## src/rtl/mem_port_arbiter_pkg.sv

```systemverilog
`default_nettype none
// ============================================================================
// mem_port_arbiter_pkg : read-owner state encodings and memory access codes
// Revision : 1.0
// ============================================================================
package mem_port_arbiter_pkg;

  typedef enum logic [1:0] {
    ST_IDLE  = 2'd0,
    ST_RD_IF = 2'd1,
    ST_RD_D  = 2'd2
  } state_e;

  localparam logic [2:0] F3_WORD = 3'b010;

endpackage : mem_port_arbiter_pkg
`default_nettype wire

```

## src/rtl/mem_port_arbiter.sv

```systemverilog
`default_nettype none
// ============================================================================
// mem_port_arbiter : fetch/data arbiter for a single-ported synchronous-read
//                    memory, with bounded fetch starvation and read routing
// Revision : 1.0
// ============================================================================
module mem_port_arbiter
  import mem_port_arbiter_pkg::*;
#(
  parameter int ADDR_W     = 8,
  parameter int STARVE_MAX = 3
) (
  input  logic              clk,
  input  logic              rst,
  input  logic              if_req,
  input  logic [31:0]       if_addr,
  output logic              if_gnt,
  output logic              if_rvalid,
  output logic [31:0]       if_rdata,
  output logic              stall_if,
  input  logic              d_req,
  input  logic              d_we,
  input  logic [31:0]       d_addr,
  input  logic [31:0]       d_wdata,
  input  logic [2:0]        d_func3,
  output logic              d_gnt,
  output logic              d_rvalid,
  output logic [31:0]       d_rdata,
  output logic              stall_d,
  output logic              mem_en,
  output logic              mem_we,
  output logic [ADDR_W-1:0] mem_addr,
  output logic [31:0]       mem_wdata,
  output logic [2:0]        mem_func3,
  input  logic [31:0]       mem_rdata
);

  localparam int              CNT_W   = $clog2(STARVE_MAX + 1);
  localparam logic [CNT_W-1:0] CNT_MAX = CNT_W'(STARVE_MAX);

  state_e             state_q, state_d;
  logic [CNT_W-1:0]   starve_cnt_q, starve_cnt_d;
  logic [31:0]        if_rdata_q, if_rdata_d;
  logic [31:0]        d_rdata_q, d_rdata_d;
  logic               w_starve;
  logic               w_unused_addr;

  // Fetch addresses are word-aligned and both ports only drive ADDR_W bits.
  assign w_unused_addr = ^{d_addr, if_addr};

  assign w_starve = if_req & (starve_cnt_q == CNT_MAX);
  assign d_gnt    = d_req & ~w_starve & ~rst;
  assign if_gnt   = if_req & ~d_gnt & ~rst;
  assign stall_if = if_req & ~if_gnt;
  assign stall_d  = d_req & ~d_gnt;
  assign mem_en   = if_gnt | d_gnt;

  assign if_rvalid = (state_q == ST_RD_IF);
  assign d_rvalid  = (state_q == ST_RD_D);
  // Returned word is visible in its rvalid cycle, then held from the register.
  assign if_rdata  = if_rvalid ? mem_rdata : if_rdata_q;
  assign d_rdata   = d_rvalid  ? mem_rdata : d_rdata_q;

  always_comb begin
    mem_we    = 1'b0;
    mem_addr  = '0;
    mem_wdata = '0;
    mem_func3 = '0;
    if (d_gnt) begin
      mem_we    = d_we;
      mem_addr  = d_addr[ADDR_W-1:0];
      mem_wdata = d_wdata;
      mem_func3 = d_func3;
    end else if (if_gnt) begin
      mem_addr  = {if_addr[ADDR_W-1:2], 2'b00};
      mem_func3 = F3_WORD;
    end
  end

  always_comb begin
    state_d      = ST_IDLE;
    starve_cnt_d = starve_cnt_q;
    if_rdata_d   = if_rdata_q;
    d_rdata_d    = d_rdata_q;

    if (if_gnt)                state_d = ST_RD_IF;
    else if (d_gnt && !d_we)   state_d = ST_RD_D;

    if (if_gnt || !if_req)              starve_cnt_d = '0;
    else if (starve_cnt_q != CNT_MAX)   starve_cnt_d = starve_cnt_q + 1'b1;

    if (if_rvalid) if_rdata_d = mem_rdata;
    if (d_rvalid)  d_rdata_d  = mem_rdata;
  end

  always_ff @(posedge clk) begin
    if (rst) begin
      state_q      <= ST_IDLE;
      starve_cnt_q <= '0;
      if_rdata_q   <= '0;
      d_rdata_q    <= '0;
    end else begin
      state_q      <= state_d;
      starve_cnt_q <= starve_cnt_d;
      if_rdata_q   <= if_rdata_d;
      d_rdata_q    <= d_rdata_d;
    end
  end

endmodule : mem_port_arbiter
`default_nettype wire

```

## config.mk

```make
export PLATFORM = sky130hd
export DESIGN_NAME = mem_port_arbiter
export DESIGN_NICKNAME = d
export VERILOG_FILES = /design/src/rtl/mem_port_arbiter_pkg.sv /design/src/rtl/mem_port_arbiter.sv
export SDC_FILE = /design/constraint.sdc
export NUM_CORES = 1
export LEC_CHECK = 0
export ABC_AREA = 1
export ABC_CLOCK_PERIOD_IN_PS = 1300
export BUFFER_PORTS_ARGS = -buffer_cell sky130_fd_sc_hd__buf_2
export CAP_MARGIN = 0
export CORE_ASPECT_RATIO = 1.5
export CORE_MARGIN = 5
export CORE_UTILIZATION = 35
export CTS_BUF_LIST = sky130_fd_sc_hd__clkbuf_4 sky130_fd_sc_hd__clkbuf_8 sky130_fd_sc_hd__clkbuf_16
export CTS_CLUSTER_DIAMETER = 30
export DETAILED_ROUTE_END_ITERATION = 7
export PLACE_DENSITY = 0.78
export SETUP_SLACK_MARGIN = 0.15
export SLEW_MARGIN = 20
export SYNTH_ARGS = -nofsm -noshare
export SYNTH_HDL_FRONTEND = slang
export SYNTH_SLANG_ARGS = --single-unit
```

## constraint.sdc

```tcl
create_clock -name clk -period 1.3 [get_ports clk]
set_input_delay 0.26 -clock clk [delete_from_list [all_inputs] [get_ports clk]]
set_output_delay 0.26 -clock clk [all_outputs]
set_load 0.005 [all_outputs]
```

After elaboration in Yosys (flattened, before gate mapping)
Index checks and enable logic that the tools add are counted.
{"block": "totals", "ff_bits": 68, "latchBits": 0, "ramBits": 0, "romBits": 0, "inputBits": 136, "out_inout_bits": 115, "elab_cells": 38, "n_memories": 0}
{"block": "op_classes", "n_addsub": 1, "mul": 0, "div_mod_pow": 0, "order_cmp": 0, "n_eq_ne": 4, "n_shift": 0, "muxes": 10, "bitwise_logic": 12, "reduce_logical": 6}
{"op": "2-to-1 mux 32 bit", "n": 3}
{"op": "2-to-1 mux 8 bit", "n": 2}
{"op": "bitwise AND 1 bit", "n": 7}
{"op": "== test 2 bit, second input constant", "n": 2}
{"op": "2-to-1 mux 2 bit", "n": 2}
{"op": "inverter 1 bit", "n": 4}
{"op": "OR reduction 2 bit", "n": 2}
{"op": "2-to-1 mux 3 bit", "n": 1}
{"op": "adder 2 x 1 -> 2 bit, second input constant", "n": 1}
{"op": "== test 2 x 1 -> 1 bit, second input constant", "n": 1}
{"op": "logical NOT 1 bit", "n": 2}
{"op": "2-to-1 mux 1 bit", "n": 2}
{"op": "inequality test 2 bit, second input constant", "n": 1}
{"op": "logical AND 1 bit", "n": 1}
{"op": "logical OR 1 bit", "n": 1}
{"op": "OR 1 bit", "n": 1}

Depth between registers and ports, before layout
Gate-level depths: netlist of run 1.
{"block": "logic_depth", "ltp_word": 10, "ltp_mapped": 7}

Worst setup path after synthesis of run 1
Ideal clock, no wire load.
{"block": "synth_path", "path_type": "register to output", "start": "reg starve_cnt_q[0]", "end": "out mem_wdata[10]", "t_arrival_ns": 1.169, "slack_ns": -0.129, "stages_incl_launch_ff": 7, "path_buffers": 2, "cell_sequence": "dfxtp_1 > ha_1 > nand2_2 > nand3_1 > buf_2 > buf_2 > nor2_1"}
{"block": "synth_between", "elab_chain_len": 6}
{"item": "from (decl)", "line_no": "mem_port_arbiter.sv:42", "rtl": "logic [CNT_W-1:0] starve_cnt_q, starve_cnt_d;"}
{"item": "from (signal assigned)", "line_no": "mem_port_arbiter.sv:104", "rtl": "starve_cnt_q <= starve_cnt_d;"}
{"item": "== test 2 bit", "line_no": "mem_port_arbiter.sv:51", "rtl": "assign w_starve = if_req & (starve_cnt_q == CNT_MAX);"}
{"item": "bitwise AND 1 bit", "line_no": "mem_port_arbiter.sv:51"}
{"item": "inverter 1 bit", "line_no": "mem_port_arbiter.sv:52", "rtl": "assign d_gnt = d_req & ~w_starve & ~rst;"}
{"item": "bitwise AND 1 bit (2 in series)", "line_no": "mem_port_arbiter.sv:52"}
{"item": "2-to-1 mux 32 bit", "line_no": "mem_port_arbiter.sv:69", "rtl": "if (d_gnt) begin"}
{"item": "to (decl)", "line_no": "mem_port_arbiter.sv:33", "rtl": "output logic [31:0] mem_wdata,"}
No other way between the ends.

Worst setup path in the final report of run 1
{"block": "layout_path", "start": "reg starve_cnt_q[0]", "end": "out mem_wdata[26]"}
The elaborated chain is that of the path after synthesis.

==> flow_metrics.py, run 1 <==
metrics = {
    "worst_setup_path": {
        "crit_chain": "ha_4 > nand2_4 > nand3_4 > buf_12 > nor2_1 > buf_2",
        "slowest_stage": "dfxtp_2",
        "ff2ff_setup_slack_ns": 0.11,
        "required_ns": 1.04,
        "worst-path-max-fanout": 20,
        "worst_setup_path_start_kind": "flip-flop",
        "critPathKind": "flip-flop to output pin",
        "worstPathArrival_ns": 1.43,
        "crit_path_end_kind": "output pin",
        "slowest_delay_ns": 0.33,
    },
    "clocking": {
        "clk_latency_ns": 0.32,
        "clock-root-buffer": "clkbuf_16",
        "cts_tree": "done",
        "cts_buffers": 9,
        "clkTransAtPathRegs_ns": 0.05,
        "clockBufferDepth": 2,
        "cts_max_level": 3,
        "ctsHoldBuffers": 0,
        "clock_sinks": 68,
    },
    "timing": {
        "fin_tns_setup_ns": -37.50,
        "skew_ns": 0.00253,
        "finalCriticalPeriod_ns": 1.69,
        "hold_violations": 0,
        "slew_violations": 0,
        "tightest_slew_ns": 0.352,
        "grt_setup_unrepaired": "yes",
        "hold_slack_ns": 0.114,
        "finalCritPeriodShare": 1.30,
        "slew_headroom": 0.765,
        "fmax_mhz": 593,
        "fin_ws_ns": -0.386,
        "finalSetupViolations": 115,
    },
    "routing": {
        "drt_iter0_drc": 188,
        "final_antenna_net_count": 0,
        "vias_per_cell": 4.62,
        "routed_wl_um": 10100,
        "route.detailed.drc": 0,
        "dr.pass1.iters": 4,
        "wl_per_cell_um": 12.7,
        "vias": 3676,
    },
    "global_route": {
        "grt_pass1_wl_um": 16600,
        "antenna_found_initial": 0,
        "grt_pass1_vias": 3716,
        "grt-ovfl-total": 0,
        "track_usage": 0.189,
        "grt_max_degree": 34,
    },
    "cells_and_area": {
        "nNetsFinal": 821,
        "antenna_cells": 0,
        "design_area_sq_um": 4860,
        "syn_to_final_growth_pct": 58.8,
        "drive_above_1_share": 0.448,
    },
    "yosys": {
        "postSynthAreaPerCell_sq_um": 6.51,
        "synth.area.top_cells": "dfxtp_1 44%, nand2_1 25%, a21oi_1 11%",
        "yosysWarningCount": 0,
        "seq_area_frac_synth": 0.445,
        "netlist_area_sq_um": 3060,
        "synthesis.nets": 607,
        "synth.distinct_cells": 16,
        "synth_top_area_frac": 0.445,
        "netlist_instances": 470,
        "yosys_register_bits": 68,
        "yosysTopAreaCell": "dfxtp_1",
    },
    "placement": {
        "dp_hpwl_um": 7710,
        "routabilityCongestion": 0.840,
        "portBuffers": 200,
        "dp_slack_ns": -0.0890,
        "placed_area_sq_um": 4350,
    },
    "run": {
        "cap_violations": 0,
    },
    "pwr": {
        "ir_drop_mv": 0.662,
        "p_total_mw": 5.26,
        "p_per_area_nw_per_um2": 1080,
        "p_leak_nw": 2.87,
    },
    "floorplan": {
        "rows": 41,
        "start_util": 0.362,
        "die_x_um": 86.4,
        "dieArea_sq_um": 10800,
        "design.core.area_sq_um": 8460,
        "fp.dieH_um": 125,
        "pin_count": 251,
    },
    "min_path": {
        "hold_path.class": "input port to flip-flop",
    },
    "run_status": {
        "violations": "setup timing",
        "status": "finished, violations left",
    },
}
final timing paths:
path,from,end,depth (start not counted)
worst max-delay path,starve_cnt_q[0],mem_wdata[26],6
worst max register to register,starve_cnt_q[0],state_q[0],8
worst min-delay path,d_we,state_q[1],2
worst min register to register,starve_cnt_q[0],starve_cnt_q[0],1
per-stage QoR:
stage | instances | utilization
3_5_place_dp | 774 | 0.514
6_report | 796 | 0.574
4_1_cts | 793 | 0.563
3_3_place_gp | 774 | 0.514
2_1_floorplan | 470 | -
5_1_grt | 796 | 0.574
final cells by class:
cell class | instances | area, sq um
Clock buffer | 10 | 239
Clock inverter | 6 | 38.8
Fill cell | 800 | 3600
Inverter | 46 | 173
Multi-Input combinational cell | 331 | 1580
Sequential cell | 68 | 1370
Tap cell | 107 | 134
Timing Repair Buffer | 228 | 1330
what timing repair did:
item                       in CTS  in global routing
hold endpoints to repair        0                  0
setup endpoints to repair     115                135
resized for setup              36                 23
setup buffers                   1                  3
gates cloned                    2                  0
pin swaps                       2                  1
power by group:
group	switching (mW)	total (mW)	internal (mW)
clock network	0.845	2.18	1.34
registers	0.0225	2.18	2.16
logic	0.480	0.894	0.414
total	1.35	5.26	3.91
sequential cells by signal, indices dropped and copies added, names as in the netlist:
register / count
d_rdata_q: 32
if_rdata_q: 32
state_q: 2
starve_cnt_q: 2
cells in the final DEF (no fill, tap or decap), types with 9 or more instances in the layout:
| master | Yosys | layout |
|---|---|---|
| buf_6 | 0 | 9 |
| inv_1 | 45 | 41 |
| nand2_1 | 205 | 194 |
| nor2_1 | 42 | 11 |
| clkbuf_16 | 0 | 9 |
| buf_2 | 5 | 198 |
| nor2_2 | 0 | 30 |
| buf_4 | 13 | 14 |
| a21oi_1 | 65 | 62 |
| dfxtp_1 | 68 | 64 |
metal layers:
layer	global-route usage	vias to the layer above	wire, um
met5	0	-	0
met4	0.0835	0	216
met3	0.0470	18	898
met2	0.338	172	5240
met1	0.204	1613	3790
li1	-	1873	-
Yosys cell counts:
cell type / n
inv_1: 45
ha_1: 1
dfxtp_1: 68
buf_2: 5
nor2_4: 2
buf_1: 5
buf_4: 13
nor2_1: 42
inv_2: 1
nand2_1: 205
clkbuf_1: 2
nand3_1: 7
a21oi_1: 65
nand4_1: 7
o21ai_0: 1
nand2_2: 1
worst max-delay path, delay by kind of cell (launching register included):
family,cells,cell delay (ns)
flip-flops,1,0.33
buffers and inverters,2,0.32
AND/OR/NAND/NOR,3,0.27
adder cells (fa/ha/maj),1,0.17
cells by family after synthesis:
logic type,synth area share
buffers and inverters,0.105
and+or+nand+nor,0.338
AOI/OAI and AO/OA,0.108
adders and majority gates,0.00409
DFF,0.445
Power figures use the tool's default switching activity.
==> inputs of run 2 (changes only) <==
--- a/config.mk
+++ b/config.mk
@@ -6,16 +6,16 @@
 export NUM_CORES = 1
 export LEC_CHECK = 0
 export ABC_AREA = 1
-export ABC_CLOCK_PERIOD_IN_PS = 1300
+export ABC_CLOCK_PERIOD_IN_PS = 1700
 export BUFFER_PORTS_ARGS = -buffer_cell sky130_fd_sc_hd__buf_2
 export CAP_MARGIN = 0
 export CORE_ASPECT_RATIO = 1.5
 export CORE_MARGIN = 5
-export CORE_UTILIZATION = 35
+export CORE_UTILIZATION = 39
 export CTS_BUF_LIST = sky130_fd_sc_hd__clkbuf_4 sky130_fd_sc_hd__clkbuf_8 sky130_fd_sc_hd__clkbuf_16
 export CTS_CLUSTER_DIAMETER = 30
 export DETAILED_ROUTE_END_ITERATION = 7
-export PLACE_DENSITY = 0.78
+export PLACE_DENSITY = 0.83
 export SETUP_SLACK_MARGIN = 0.15
 export SLEW_MARGIN = 20
 export SYNTH_ARGS = -nofsm -noshare
==> constraint.sdc (replaced) <==
create_clock -name clk -period 1.7 [get_ports clk]
set_input_delay 0.34 -clock clk [delete_from_list [all_inputs] [get_ports clk]]
set_output_delay 0.34 -clock clk [all_outputs]
set_load 0.005 [all_outputs]
==> run 2 against run 1 <==
  * The run still ends with setup timing left
  * Utilization rose by 34 points
  * Clock-buffer cell count rose by 3
  * Worst setup slack improved by 0.15 ns
  * Largest power group is now clock
==> flow_metrics.py, run 2 (same netlist as run 1, synthesis figures left out) <==
metrics = {
    "cells_and_area": {
        "fin_cells": 860,
        "final_cell_mix": "165 x buf_2, 82 x nand2_4, 72 x nand2_2",
        "reg.largest.list": "d_rdata_q (32), if_rdata_q (32)",
        "design_area_sq_um": 6970,
        "multi_input_area_sq_um": 2480,
        "antenna_cells": 0,
        "drive_above_1_share": 0.687,
        "syn_to_final_growth_pct": 128,
        "final_common_cell": "buf_2",
        "seqCellArea_sq_um": 1370,
        "num-fill-cells": 304,
        "nNetsFinal": 890,
    },
    "placement": {
        "dp_hpwl_um": 8380,
        "dpl.cell_count": 761,
        "routabilityCongestion": 0.971,
        "portBuffers": 200,
        "dp_slack_ns": 0.0509,
        "placed_area_sq_um": 4160,
    },
    "global_route": {
        "grt_max_degree": 64,
        "grt_pass1_vias": 4446,
        "grt_pass1_wl_um": 21500,
        "track_usage": 0.293,
        "antenna_found_initial": 0,
        "grt-ovfl-total": 0,
    },
    "routing": {
        "vias": 4776,
        "vias_per_cell": 5.55,
        "drt_iter0_drc": 391,
        "final_antenna_net_count": 0,
        "routed_wl_um": 18800,
        "route.detailed.drc": 0,
        "wl_per_cell_um": 21.8,
        "dr.pass1.iters": 5,
    },
    "timing": {
        "grt_setup_unrepaired": "yes",
        "hold_violations": 0,
        "finalCriticalPeriod_ns": 1.94,
        "slew_violations": 0,
        "tightest_slew_ns": 0.776,
        "fin_ws_ns": -0.235,
        "fmax_mhz": 517,
        "hold_slack_ns": 0.184,
        "finalCritPeriodShare": 1.14,
        "slew_headroom": 0.481,
        "skew_ns": 0.00813,
        "finalSetupViolations": 110,
        "fin_tns_setup_ns": -12.76,
    },
    "floorplan": {
        "design.core.area_sq_um": 7660,
        "dieArea_sq_um": 9760,
        "rows": 39,
        "fp.dieH_um": 118,
        "start_util": 0.399,
        "die_x_um": 82.3,
        "pin_count": 251,
    },
    "pwr": {
        "seqPwrFrac": 0.345,
        "clkPwrFrac": 0.401,
        "pwr-share-comb": 0.254,
        "p_int_mw": 3.50,
        "p_leak_nw": 3.93,
        "p_per_area_nw_per_um2": 703,
        "ir_drop_mv": 0.633,
        "switching_share": 0.287,
        "p_switching_mw": 1.41,
    },
    "clocking": {
        "clockBufferDepth": 2,
        "cts_max_level": 3,
        "clkTransAtPathRegs_ns": 0.05,
        "clock-root-buffer": "clkbuf_16",
        "clock_sinks": 68,
        "cts_tree": "done",
        "cts_buffers": 9,
        "clk_latency_ns": 0.33,
    },
    "worst_setup_path": {
        "rr_worst_depth": 9,
        "reg2reg_to": "d_rdata_q[13]",
        "rr_startpoint": "state_q[0]",
        "required_ns": 1.36,
        "worstPathArrival_ns": 1.60,
        "ff2ff_setup_slack_ns": 0.23,
        "crit_start": "if_req",
        "worst-path-max-fanout": 7,
        "crit_path_end_kind": "output pin",
        "critPathKind": "input port to output pin",
        "crit_end": "mem_addr[6]",
        "worst_setup_path_start_kind": "input port",
    },
    "run_status": {
        "violations": "setup timing",
        "status": "finished, violations left",
    },
    "run": {
        "cap_violations": 0,
    },
    "min_path": {
        "hold_path.class": "input port to flip-flop",
    },
}
[run 2: cell count changes in the layout (fill, tap and decap cells not counted), sizes merged]
cell	delta
buf	+68
clkbuf	+4
clkinv	-2
inv	-2
bufinv	+1
[run 2: timing repair]
action | in CTS | in global routing
endpoints found under the setup margin | 115 | 115
pin swaps | 17 | 32
hold buffers | 0 | 0
buffers inserted | 36 | 28
cloned | 18 | 1
resized for setup | 255 | 169
[run 2: how the worst min path moves through the flow]
| stage | start | end | cells after the start |
|---|---|---|---|
| after floorplan | starve_cnt_q[0] | starve_cnt_q[0] | 1 |
| after global placement | starve_cnt_q[0] | starve_cnt_q[0] | 1 |
| after detailed placement | starve_cnt_q[0] | starve_cnt_q[0] | 1 |
| after CTS | d_we | state_q[1] | 2 |
| after global routing | d_we | state_q[1] | 2 |
| final | d_we | state_q[1] | 2 |
[run 2: worst max-delay path, cell delays in order]
cell	delay [ns]
buf_2	0.14
inv_1	0.09
nor2_1	0.60
nand3_1	0.19
nand2_1	0.12
buf_2	0.12
[run 2: layout make-up]
type,count,share of cell area
Inverter,46,0.0276
Clock buffer,13,0.0384
Timing Repair Buffer,297,0.357
Sequential cell,68,0.197
Multi-Input combinational cell,331,0.356
Tap cell,102,0.0183
Clock inverter,3,0.00646
[run 2: routing by layer]
layer,share of wire,GRT usage,up-vias
met2,0.52,0.520,370
li1,-,-,2030
met1,0.32,0.311,2268
met5,0,0,-
met3,0.097,0.0632,108
met4,0.067,0.151,0
[run 2: power by group through the flow]
stage | Clock (mW) | Combinational, mW | Sequential, mW
final | 1.97 | 1.24 | 1.69
after global routing | 2.05 | 1.30 | 1.69
after CTS | 1.94 | 0.975 | 1.68
after detailed placement | 0 | 0.603 | 1.71
after global placement | 0 | 0.593 | 1.70
after floorplan | 0 | 0.285 | 1.70
[run 2: stage by stage]
| step | total power, mW | util |
|---|---|---|
| detailed placement | 2.31 | 0.543 |
| global placement | 2.30 | 0.543 |
| CTS | 4.59 | 0.789 |
| global route | 5.04 | 0.910 |
| floorplan | 1.99 | - |
| finish | 4.90 | 0.910 |
